## config.mk

```make
export PLATFORM = sky130hd
export DESIGN_NAME = pipa_cnt_sched
export DESIGN_NICKNAME = d
export VERILOG_FILES = /design/src/rtl/pipa_cnt_sched.sv
export SDC_FILE = /design/constraint.sdc
export NUM_CORES = 1
export LEC_CHECK = 0
export ABC_AREA = 1
export CAP_MARGIN = 20
export CORE_ASPECT_RATIO = 1.25
export CORE_MARGIN = 10
export CORE_UTILIZATION = 45
export CTS_BUF_LIST = sky130_fd_sc_hd__clkbuf_8
export DETAILED_ROUTE_END_ITERATION = 16
export PLACE_DENSITY = 0.8
export SETUP_SLACK_MARGIN = 0.05
export SYNTH_ARGS = -nofsm -noshare
export SYNTH_HDL_FRONTEND = slang
export SYNTH_SLANG_ARGS = --single-unit
```

## constraint.sdc

```tcl
create_clock -name CLOCK -period 1.9 [get_ports CLOCK]
set_input_delay 0.38 -clock CLOCK [delete_from_list [all_inputs] [get_ports CLOCK]]
set_output_delay 0.38 -clock CLOCK [all_outputs]
set_load 0.1 [all_outputs]
```

## src/rtl/pipa_cnt_sched.sv

```systemverilog
// PIPA counter-increment scheduler: captures accelerometer pulses, cancels opposing
// pairs and issues one 12-pulse PINC/MINC cycle per axis, evaluated once per TP=12.
module pipa_cnt_sched (
  input  logic       CLOCK,
  input  logic       rst,
  input  logic       PIPAXp,
  input  logic       PIPAXm,
  input  logic       PIPAYp,
  input  logic       PIPAYm,
  input  logic       PIPAZp,
  input  logic       PIPAZm,
  input  logic       GOJAM,
  input  logic       CTINH,
  input  logic       FLCLR,
  output logic [3:0] TP,
  output logic       PINC,
  output logic       MINC,
  output logic [1:0] CTADR,
  output logic       CTBUSY,
  output logic       PIPAFL
);

  typedef enum logic {StIdle, StRun} state_e;

  state_e     state_q, state_d;
  logic [3:0] tp_q, tp_d;
  logic [5:0] prev_q;
  logic [5:0] pend_q, pend_d;
  logic       pinc_q, pinc_d;
  logic       minc_q, minc_d;
  logic [1:0] ctadr_q, ctadr_d;
  logic       pipafl_q, pipafl_d;

  logic [5:0] pipa;
  logic [5:0] rise;
  logic [5:0] clr;
  logic [5:0] avail;
  logic [5:0] lost;
  logic       found;
  logic       eval;

  // Bit pairs per axis: [1:0]=X, [3:2]=Y, [5:4]=Z; even bit is the plus line.
  assign pipa = {PIPAZm, PIPAZp, PIPAYm, PIPAYp, PIPAXm, PIPAXp};
  assign rise = pipa & ~prev_q;
  assign eval = (tp_q == 4'd12);
  assign tp_d = eval ? 4'd1 : tp_q + 4'd1;

  always_comb begin
    state_d  = state_q;
    pinc_d   = pinc_q;
    minc_d   = minc_q;
    ctadr_d  = ctadr_q;
    clr      = '0;
    avail    = '0;
    found    = 1'b0;
    lost     = '0;
    pend_d   = pend_q;
    pipafl_d = pipafl_q;

    if (eval) begin
      for (int a = 0; a < 3; a++) begin
        if (pend_q[2*a] && pend_q[2*a+1]) clr[2*a +: 2] = 2'b11;
      end
      avail   = pend_q & ~clr;
      state_d = StIdle;
      pinc_d  = 1'b0;
      minc_d  = 1'b0;
      ctadr_d = 2'd3;
      if (!CTINH && !GOJAM) begin
        for (int a = 0; a < 3; a++) begin
          if (!found && (avail[2*a +: 2] != 2'b00)) begin
            found           = 1'b1;
            clr[2*a +: 2]   = clr[2*a +: 2] | avail[2*a +: 2];
            ctadr_d         = 2'(a);
            pinc_d          = avail[2*a];
            minc_d          = avail[2*a+1];
            state_d         = StRun;
          end
        end
      end
    end

    // An edge arriving while its bit is being consumed re-arms it without loss.
    lost   = rise & pend_q & ~clr;
    pend_d = (pend_q & ~clr) | rise;
    if (lost != 6'b0) begin
      pipafl_d = 1'b1;
    end else if (FLCLR) begin
      pipafl_d = 1'b0;
    end

    if (GOJAM) begin
      pend_d   = '0;
      state_d  = StIdle;
      pinc_d   = 1'b0;
      minc_d   = 1'b0;
      ctadr_d  = 2'd3;
      pipafl_d = FLCLR ? 1'b0 : pipafl_q;
    end
  end

  always_ff @(posedge CLOCK) begin
    if (rst) begin
      state_q  <= StIdle;
      tp_q     <= 4'd1;
      prev_q   <= '0;
      pend_q   <= '0;
      pinc_q   <= 1'b0;
      minc_q   <= 1'b0;
      ctadr_q  <= 2'd3;
      pipafl_q <= 1'b0;
    end else begin
      state_q  <= state_d;
      tp_q     <= tp_d;
      prev_q   <= pipa;
      pend_q   <= pend_d;
      pinc_q   <= pinc_d;
      minc_q   <= minc_d;
      ctadr_q  <= ctadr_d;
      pipafl_q <= pipafl_d;
    end
  end

  assign TP     = tp_q;
  assign PINC   = pinc_q;
  assign MINC   = minc_q;
  assign CTADR  = ctadr_q;
  assign CTBUSY = (state_q == StRun);
  assign PIPAFL = pipafl_q;

endmodule

```

==> results of run 1 <==
synthesized netlist by cell type (2+ instances only):
cell type  count
nor2_1        22
nand2_1       30
ha_1          12
inv_1         26
dfxtp_1       22
a21oi_1        8
nand3_1        5
nand4_1        3
nor2_2         2
o21ai_1        2
or2_2          3
clkinv_1       2
nand3_2        2
cell families (layout without fill, tap and decap cells):
logic type | after synthesis | after routing | synth area share [%]
AO/OA/AOI/OAI | 16 | 16 | 8.106
XOR/XNOR | 2 | 2 | 1.534
adder cells (fa/ha/maj) | 12 | 12 | 13.14
buffers and inverters | 29 | 53 | 9.529
flip-flops | 22 | 22 | 38.55
AND/OR/NAND/NOR | 71 | 71 | 29.14
metrics by stage:
step | hold WS (ns) | utilization (%) | instance area [um^2] | total power, mW | instances
6_report | 0.4699 | 60.00 | 1456 | 1.019 | 209
5_1_grt | 0.4962 | 60.00 | 1456 | 1.069 | 209
4_1_cts | 0.4734 | 59.90 | 1454 | 1.023 | 209
3_5_place_dp | 0.4587 | 58.20 | 1413 | 0.7463 | 206
3_3_place_gp | 0.4487 | 58.20 | 1413 | 0.7380 | 206
2_1_floorplan | 0.4696 | - | 1147 | 0.6661 | 152
worst register-to-register path, cell delays in order, from the launching register on:
cell,delay [ns]
dfxtp_2,0.38
inv_1,0.05
ha_1,0.36
nand2_1,0.10
nor2_1,0.20
nand2_2,0.11
nand4_1,0.08
o21ai_1,0.08
clkinv_1,0.07
nand2_1,0.05
nand2_1,0.05
nand2_1,0.04
what timing repair did:
action,CTS,global route
buffers inserted,0,0
resized for setup,0,2
setup endpoints to repair,0,2
registers in the layout (all words and copies together) (netlist names):
signal,count
pend_q,6
prev_q,6
TP,4
CTADR,2
CTBUSY,1
MINC,1
PINC,1
PIPAFL,1
power by group through the flow:
stage	combinational, mW	sequential [mW]	clock [mW]
after floorplan	0.0847	0.581	0
after global placement	0.219	0.519	0
after detailed placement	0.225	0.521	0
after CTS	0.226	0.510	0.286
after global routing	0.245	0.514	0.310
final	0.225	0.511	0.283
cell type report:
class	instances	area, um^2	share of cell area [%]
clock buffers	3	41.29	2.835
inverters	28	105.1	7.216
multi-input cells	101	593.1	40.72
well taps	33	41.29	2.835
flip-flops and latches	22	447.9	30.76
repair buffers	22	227.7	15.64
per-layer routing:
metal	wire length, um	GRT usage, %	vias up	part of all wire, %
met2	1108	16.80	26	47
li1	-	-	519	-
met5	0	0	-	0
met1	1124	11.12	444	47
met3	115	2.794	2	4.8
met4	25	4.721	0	1.1
worst paths after layout:
check	cells after the start	slack (ns)	endpoint
max reg2reg	11	0.21	PIPAFL
min	1	0.47	TP[0]
max	11	0.21	PIPAFL
min reg2reg	1	0.47	TP[0]
==> impl_metrics.csv, run 1 <==
group,metric,value,unit
yosys,synth_top_cell_by_area,"dfxtp_1",
worst_hold_path,hold_path_startpoint,"TP[0]",
layout,layout_common_cells,"nand2_1 (30), inv_1 (26), nor2_1 (22), dfxtp_1 (16), ha_1 (12)",
place,hpwl,1983,um
clock_tree,hold_buffers,0,
power,p_switching,0.3073,mW
floorplan,core_area,2427,um^2
worst_setup_path,crit_buf_inv,2,
sta,maxSlewViolCount,0,
worst_setup_path,critical_path.startpoint,"pend_q[0]",
clock_tree,numCtsBuffers,3,
layout,area_growth,27.49,%
detailed_routing,route.detailed.drc,0,
yosys,synth_warnings,0,
worst_setup_path,path_delay_family,"simple AND/OR/NAND/NOR gates",
detailed_routing,first_pass_iters,4,
clock_tree,clk_pin_slew_worst_paths,0.08,ns
detailed_routing,antenna_left,0,
worst_setup_path,critical_path.most_common_cell,"nand2_1",
clock_tree,htree_levels,1,
global_route,antenna_found_initial,0,
clock_tree,clock_tree.root_cell,"clkbuf_8",
detailed_routing,via_per_inst,4.742,
floorplan,die_area,4966,um^2
yosys,yosysSeqAreaShare,38.55,%
floorplan,ioPinCount,21,
flow_run,drv_cap,0,
sta,fin_tns_setup,0,ns
sta,setup_ws,0.2103,ns
global_route,grt_pass1_wl,4126,um
sta,period_needed,1.690,ns
worst_setup_path,start_kind,"flip-flop",
yosys,syn_area_per_cell,7.515,um^2
yosys,synth_area_leaders,"dfxtp_1 (39%), ha_1 (13%), nand2_1 (9.9%), inv_1 (8.5%), nor2_1 (7.2%)",
place,pre_cts_ws,0.1732,ns
global_route,grt_max_degree,12,
clock_tree,clk_latency,0.26,ns
yosys,synth_async_sr_flop_share,0,%
sta,maxClockFrequency,591.8,MHz
floorplan,initial_core_util,47.06,%
power,ir_worst_vdd,522.6,uV
yosys,netlist_instances,152,
worst_setup_path,cp_cell_sequence,"inv_1, ha_1, nand2_1, nor2_1, nand2_2, nand4_1, o21ai_1, clkinv_1, nand2_1, nand2_1, nand2_1",
sta,post-route-period-util,88.93,%
worst_setup_path,rr_startpoint,"pend_q[0]",
layout,fillers,227,
power,p_leak,0.6762,nW
yosys,synth_edf_count,0,
worst_setup_path,crit_path_end_kind,"flip-flop",
power,power_density,699.6,nW/um^2
floorplan,die_h,76.33,um
clock_tree,cts_tree,"done",
sta,tightestPinTransition,0.2619,ns
layout,num_antenna_cells,0,
layout,nNetsFinal,201,
global_route,gr-total-overflow,0,
power,pwr-share-clk,27.8,%
power,p_sw_share,30.16,%
power,internal_power,0.7115,mW
yosys,syn-cell-area,1142,um^2
worst_setup_path,cp_slowest_stage_delay,0.38,ns
layout,final_common_cell,"nand2_1",
detailed_routing,vias,991,
global_route,grt_pass1_vias,1012,
yosys,synth_top_area_share,38.55,%
clock_tree,cts_sinks,22,
detailed_routing,drtIter0Drc,36,
worst_setup_path,critPathKind,"flip-flop to flip-flop",
worst_setup_path,crit_required,2.05,ns
sta,final-setup-viol-count,0,
layout,drive_above_1_share,18.18,%
yosys,synth.distinct_cells,26,
yosys,syn_nets,175,
power,seqPwrFrac,50.1,%
sta,skew,0.01241,ns
floorplan,rows,20,
yosys,synth_seq_cells,22,
place,port_buffers,20,
worst_hold_path,hold_path_class,"flip-flop to flip-flop",
floorplan,die_w,65.07,um
run_status,status,"complete, no violations",
detailed_routing,wl,2374,um
global_route,track_usage,9.988,%
power,comb_power_share,22.1,%
sta,slew_headroom,82.43,%
clock_tree,cts_buffer_depth,2,
sta,rsz0062_at_grt,"false",
sta,hold_violations,0,
worst_setup_path,crit_arrival,1.84,ns
worst_setup_path,slowest_stage,"dfxtp_2",
worst_setup_path,cp_max_fo,5,
detailed_routing,avgRoutedWirePerCell,11.36,um
place,gp_congestion,0.8899,
yosys,synthFlopType,"dfxtp_1",
Power figures use the tool's default switching activity.
==> inputs of run 2 (changes only) <==
clock period = 2.1 ns   (was 1.9 ns; I/O delays follow)
==> impl_metrics.csv, run 2 (synthesis gave the netlist of run 1 again) <==
group,metric,value,unit
run_status,status,"complete, no violations",
clock_tree,cts_tree,"done",
clock_tree,hold_buffers,0,
detailed_routing,vias,991,
layout,multiInputGateArea,593.1,um^2
worst_setup_path,critPathKind,"flip-flop to flip-flop",
detailed_routing,via_per_inst,4.742,
clock_tree,clock_tree.root_cell,"clkbuf_8",
flow_run,drv_cap,0,
detailed_routing,avgRoutedWirePerCell,10.85,um
worst_setup_path,crit_buf_inv,2,
clock_tree,clk_latency,0.26,ns
place,gp_congestion,0.8952,
detailed_routing,drtIter0Drc,36,
sta,setup_ws,0.4043,ns
sta,slew_headroom,81.36,%
layout,layout.area.seq,441.7,um^2
layout,fillers,238,
global_route,gr-total-overflow,0,
sta,period_needed,1.696,ns
worst_setup_path,reg2reg_to,"PIPAFL",
detailed_routing,wl,2268,um
clock_tree,htree_levels,1,
sta,skew,0.002717,ns
worst_setup_path,crit_path_end_kind,"flip-flop",
layout,drive_above_1_share,15.34,%
layout,final_common_cell,"nand2_1",
layout,nNetsFinal,201,
sta,tightestPinTransition,0.2820,ns
sta,hold_violations,0,
place,hpwl,1890,um
worst_setup_path,crit_required,2.26,ns
layout,layout_common_cells,"nand2_1 (30), inv_1 (26), nor2_1 (22), dfxtp_1 (21)",
floorplan,ioPinCount,21,
worst_setup_path,cp_max_fo,6,
global_route,grt_pass1_wl,3877,um
worst_hold_path,min_to,"TP[0]",
global_route,grt_max_degree,12,
clock_tree,clk_pin_slew_worst_paths,0.07,ns
floorplan,die_h,76.33,um
clock_tree,cts_buffer_depth,2,
worst_setup_path,cp_cell_sequence,"inv_1, ha_1, inv_1, nand2_1, nand2_1, nand2_1, nand2_1, nand2_1, nand2_1, nand2_1, nor2_1, nand2_1, nand2_1, nand2_1",
sta,fin_tns_setup,0,ns
clock_tree,postCtsResizedCells,0,
sta,rsz0062_at_grt,"false",
worst_setup_path,rrSetupSlack,0.40,ns
worst_setup_path,slowest_stage,"dfxtp_1",
sta,maxClockFrequency,589.7,MHz
worst_hold_path,hold_path_class,"flip-flop to flip-flop",
detailed_routing,antenna_left,0,
floorplan,die_w,65.07,um
worst_setup_path,rr_startpoint,"pend_q[2]",
worst_setup_path,critical_path.startpoint,"pend_q[2]",
worst_setup_path,start_kind,"flip-flop",
power,power_density,634.8,nW/um^2
worst_setup_path,worstRegToRegCells,14,
detailed_routing,route.detailed.drc,0,
worst_setup_path,path_delay_family,"simple AND/OR/NAND/NOR gates",
place,port_buffers,20,
global_route,grt_pass1_vias,933,
worst_hold_path,holdPathStages,1,
place,pre_cts_ws,0.3182,ns
floorplan,rows,20,
floorplan,initial_core_util,47.06,%
layout,area_growth,23.66,%
worst_setup_path,cp_slowest_stage_delay,0.45,ns
sta,maxSlewViolCount,0,
worst_hold_path,hold_path_startpoint,"TP[0]",
clock_tree,cts_sinks,22,
global_route,antenna_found_initial,0,
floorplan,die_area,4966,um^2
power,p_leak,0.6631,nW
power,ir_worst_vdd,377.4,uV
worst_setup_path,crit_arrival,1.85,ns
floorplan,core_area,2427,um^2
sta,final-setup-viol-count,0,
sta,post-route-period-util,80.75,%
layout,num_antenna_cells,0,
worst_setup_path,critical_path.most_common_cell,"nand2_1",
detailed_routing,first_pass_iters,4,
clock_tree,cts_setup_buffers,0,
global_route,track_usage,9.250,%
clock_tree,numCtsBuffers,3,
[run 2: changes by cell type in the layout (fill, tap and decap cells not counted)]
cell	before	now
dfxtp_1	16	21
dfxtp_2	6	1
buf_12	3	0
buf_4	9	12
[run 2: how the worst max path moves through the flow]
stage,to,slack [ns],cells past startpoint
after detailed placement,PIPAFL,0.32,11
after global placement,PIPAFL,0.36,11
final,PIPAFL,0.40,14
after CTS,PIPAFL,0.41,14
after global routing,PIPAFL,0.22,14
after floorplan,PIPAFL,0.07,11
[run 2: layer usage]
layer / GRT usage, % / vias to the layer above / share of wire, %
met5: 0 / - / 0
met4: 3.219 / 0 / 0.93
met3: 2.353 / 4 / 5.9
met2: 17.00 / 23 / 50
met1: 9.653 / 442 / 43
li1: - / 522 / -
[run 2: worst reg2reg max path: stages (launching register included)]
cell,delay [ns]
dfxtp_1,0.45
inv_1,0.08
ha_1,0.34
inv_1,0.07
nand2_1,0.08
nand2_1,0.10
nand2_1,0.06
nand2_1,0.05
nand2_1,0.06
nand2_1,0.05
nand2_1,0.04
nor2_1,0.08
nand2_1,0.05
nand2_1,0.05
nand2_1,0.04
[run 2: where the power goes]
part | total [mW] | switching [mW] | internal (mW)
Clock | 0.250 | 0.122 | 0.128
Sequential | 0.457 | 0.0197 | 0.437
Combinational | 0.190 | 0.125 | 0.0643
[run 2: layout make-up]
cell class / instances / share of cell area, %
tap: 33 / 2.923
timing repair buffer: 22 / 13.46
clock buffer: 3 / 2.923
inverter: 28 / 7.440
multi-input combinational: 101 / 41.98
sequential: 22 / 31.27
[run 2: metrics by stage]
stage / cell area, um^2 / instances / util [%] / power, mW / hold slack (ns)
2_1_floorplan: 1144 / 152 / - / 0.6012 / 0.4696
3_3_place_gp: 1371 / 206 / 56.49 / 0.6514 / 0.4310
3_5_place_dp: 1371 / 206 / 56.49 / 0.6575 / 0.4430
4_1_cts: 1413 / 209 / 58.20 / 0.9066 / 0.4604
5_1_grt: 1413 / 209 / 58.20 / 0.9476 / 0.4747
6_report: 1413 / 209 / 58.20 / 0.8968 / 0.4545
==> inputs of run 3 (changes only) <==
PLACE_DENSITY = 0.83   (was 0.8)
clock period = 1.5 ns   (was 2.1 ns; I/O delays follow)
==> impl_metrics.csv, run 3 (synthesis gave the netlist of run 1 again) <==
group,metric,value,unit
worst_setup_path,crit_required,1.66,ns
sta,slew_headroom,81.38,%
sta,tightestPinTransition,0.2776,ns
power,ir_worst_vdd,829.9,uV
global_route,track_usage,11.99,%
run_status,violations,"setup timing",
detailed_routing,vias,1145,
power,p_leak,0.8313,nW
sta,period_needed,1.558,ns
floorplan,initial_core_util,47.06,%
sta,skew,0.0006220,ns
layout,num_antenna_cells,0,
clock_tree,cts_tree,"done",
place,hpwl,2136,um
detailed_routing,avgRoutedWirePerCell,14.74,um
global_route,gr-total-overflow,0,
layout,area_growth,59.47,%
sta,hold_violations,0,
worst_setup_path,cp_slowest_stage_delay,0.34,ns
worst_setup_path,crit_buf_inv,2,
clock_tree,clock_tree.root_cell,"clkbuf_8",
detailed_routing,drtIter0Drc,52,
power,power,1.398,mW
power,power_density,767.3,nW/um^2
clock_tree,htree_levels,1,
place,numPlacedInstances,215,
sta,setup_ws,-0.05760,ns
worst_setup_path,cp_max_fo,5,
flow_run,drv_cap,0,
detailed_routing,first_pass_iters,4,
worst_setup_path,slowest_stage,"dfxtp_2",
clock_tree,cts_sinks,22,
detailed_routing,via_per_inst,5.000,
clock_tree,numCtsBuffers,3,
worst_setup_path,crit_path_end_kind,"flip-flop",
global_route,grt_pass1_wl,4919,um
worst_setup_path,rr_startpoint,"pend_q[0]",
worst_setup_path,critical_path.most_common_cell,"nand2_1",
global_route,antenna_found_initial,0,
sta,final-setup-viol-count,1,
place,gp_congestion,0.8748,
layout,layout_common_cells,"nand2_1 (25), inv_1 (21), buf_4 (20), nor2_1 (18), dfxtp_1 (14)",
floorplan,die_w,65.07,um
worst_setup_path,crit_arrival,1.72,ns
worst_hold_path,hold_path_startpoint,"prev_q[1]",
floorplan,die_h,76.33,um
run_status,status,"complete, but fails checks",
worst_hold_path,hold_path_class,"flip-flop to flip-flop",
floorplan,rows,20,
clock_tree,hold_buffers,0,
layout,fin_util,75.05,%
clock_tree,clk_pin_slew_worst_paths,0.07,ns
sta,hold_ws,0.4971,ns
layout,drive_above_1_share,36.73,%
detailed_routing,route.detailed.drc,0,
worst_setup_path,critical_path.startpoint,"pend_q[0]",
layout,nNetsFinal,220,
sta,post-route-period-util,103.8,%
clock_tree,clk_latency,0.26,ns
worst_setup_path,cp_cell_sequence,"inv_2, ha_4, nand2_4, nor2_4, nand2_2, nand3_2, o21ai_1, inv_2, nand2_1, nand2_1, nand2_1",
floorplan,core_area,2427,um^2
global_route,grt_max_degree,13,
worst_setup_path,start_kind,"flip-flop",
sta,maxSlewViolCount,0,
place,port_buffers,20,
global_route,grt_pass1_vias,1157,
floorplan,ioPinCount,21,
worst_setup_path,path_delay_family,"simple AND/OR/NAND/NOR gates",
sta,rsz0062_at_grt,"true",
layout,final_cells,229,
clock_tree,cts_buffer_depth,2,
sta,maxClockFrequency,642.0,MHz
sta,fin_tns_setup,-0.05760,ns
worst_setup_path,critPathKind,"flip-flop to flip-flop",
floorplan,die_area,4966,um^2
layout,final_common_cell,"nand2_1",
detailed_routing,wl,3375,um
detailed_routing,antenna_left,0,
[run 3: layout make-up]
| class | count | area [um^2] |
|---|---|---|
| Clock buffer | 3 | 41.29 |
| Clock inverter | 1 | 3.754 |
| Fill cell | 155 | 605.6 |
| Inverter | 28 | 110.1 |
| Multi-Input combinational cell | 101 | 700.7 |
| Sequential cell | 22 | 460.4 |
| Tap cell | 33 | 41.29 |
| Timing Repair Buffer | 41 | 464.2 |
[run 3: final timing paths]
path	end	slack, ns	cells after the start
setup / recovery	PIPAFL	-0.06	11
hold reg to reg	pend_q[1]	0.50	3
setup reg to reg	PIPAFL	-0.06	11
hold / removal	pend_q[1]	0.50	3
[run 3: worst reg2reg max path: cells and delay by family, from the launching register on]
kind | cells | cell delay [ns]
simple gates | 7 | 0.59
flops | 1 | 0.34
fa+ha+maj | 1 | 0.33
buf+inv | 2 | 0.11
compound gates | 1 | 0.08
[run 3: stage by stage]
stage / worst slack (ns) / area (um^2)
6_report: -0.05760 / 1822
5_1_grt: -0.1241 / 1822
3_5_place_dp: -0.2220 / 1607
3_3_place_gp: -0.1234 / 1607
2_1_floorplan: 0.03417 / 1186
4_1_cts: 0.05260 / 1684
[run 3: power breakdown]
group	switching, mW	internal, mW	leakage [nW]
clock	0.179	0.182	0.0269
combinational	0.226	0.167	0.620
sequential	0.0299	0.614	0.185
[run 3: routing by layer]
metal | track usage, % | up-vias | share of wire, %
li1 | - | 558 | -
met1 | 12.19 | 537 | 37
met2 | 21.94 | 43 | 55
met3 | 2.500 | 7 | 5.4
met4 | 6.009 | 0 | 2.3
met5 | 0 | - | 0
[run 3: timing repair]
action	CTS	global route
buffers inserted	1	9
pin swaps	0	11
gates resized for setup	5	25
setup endpoints to repair	2	4
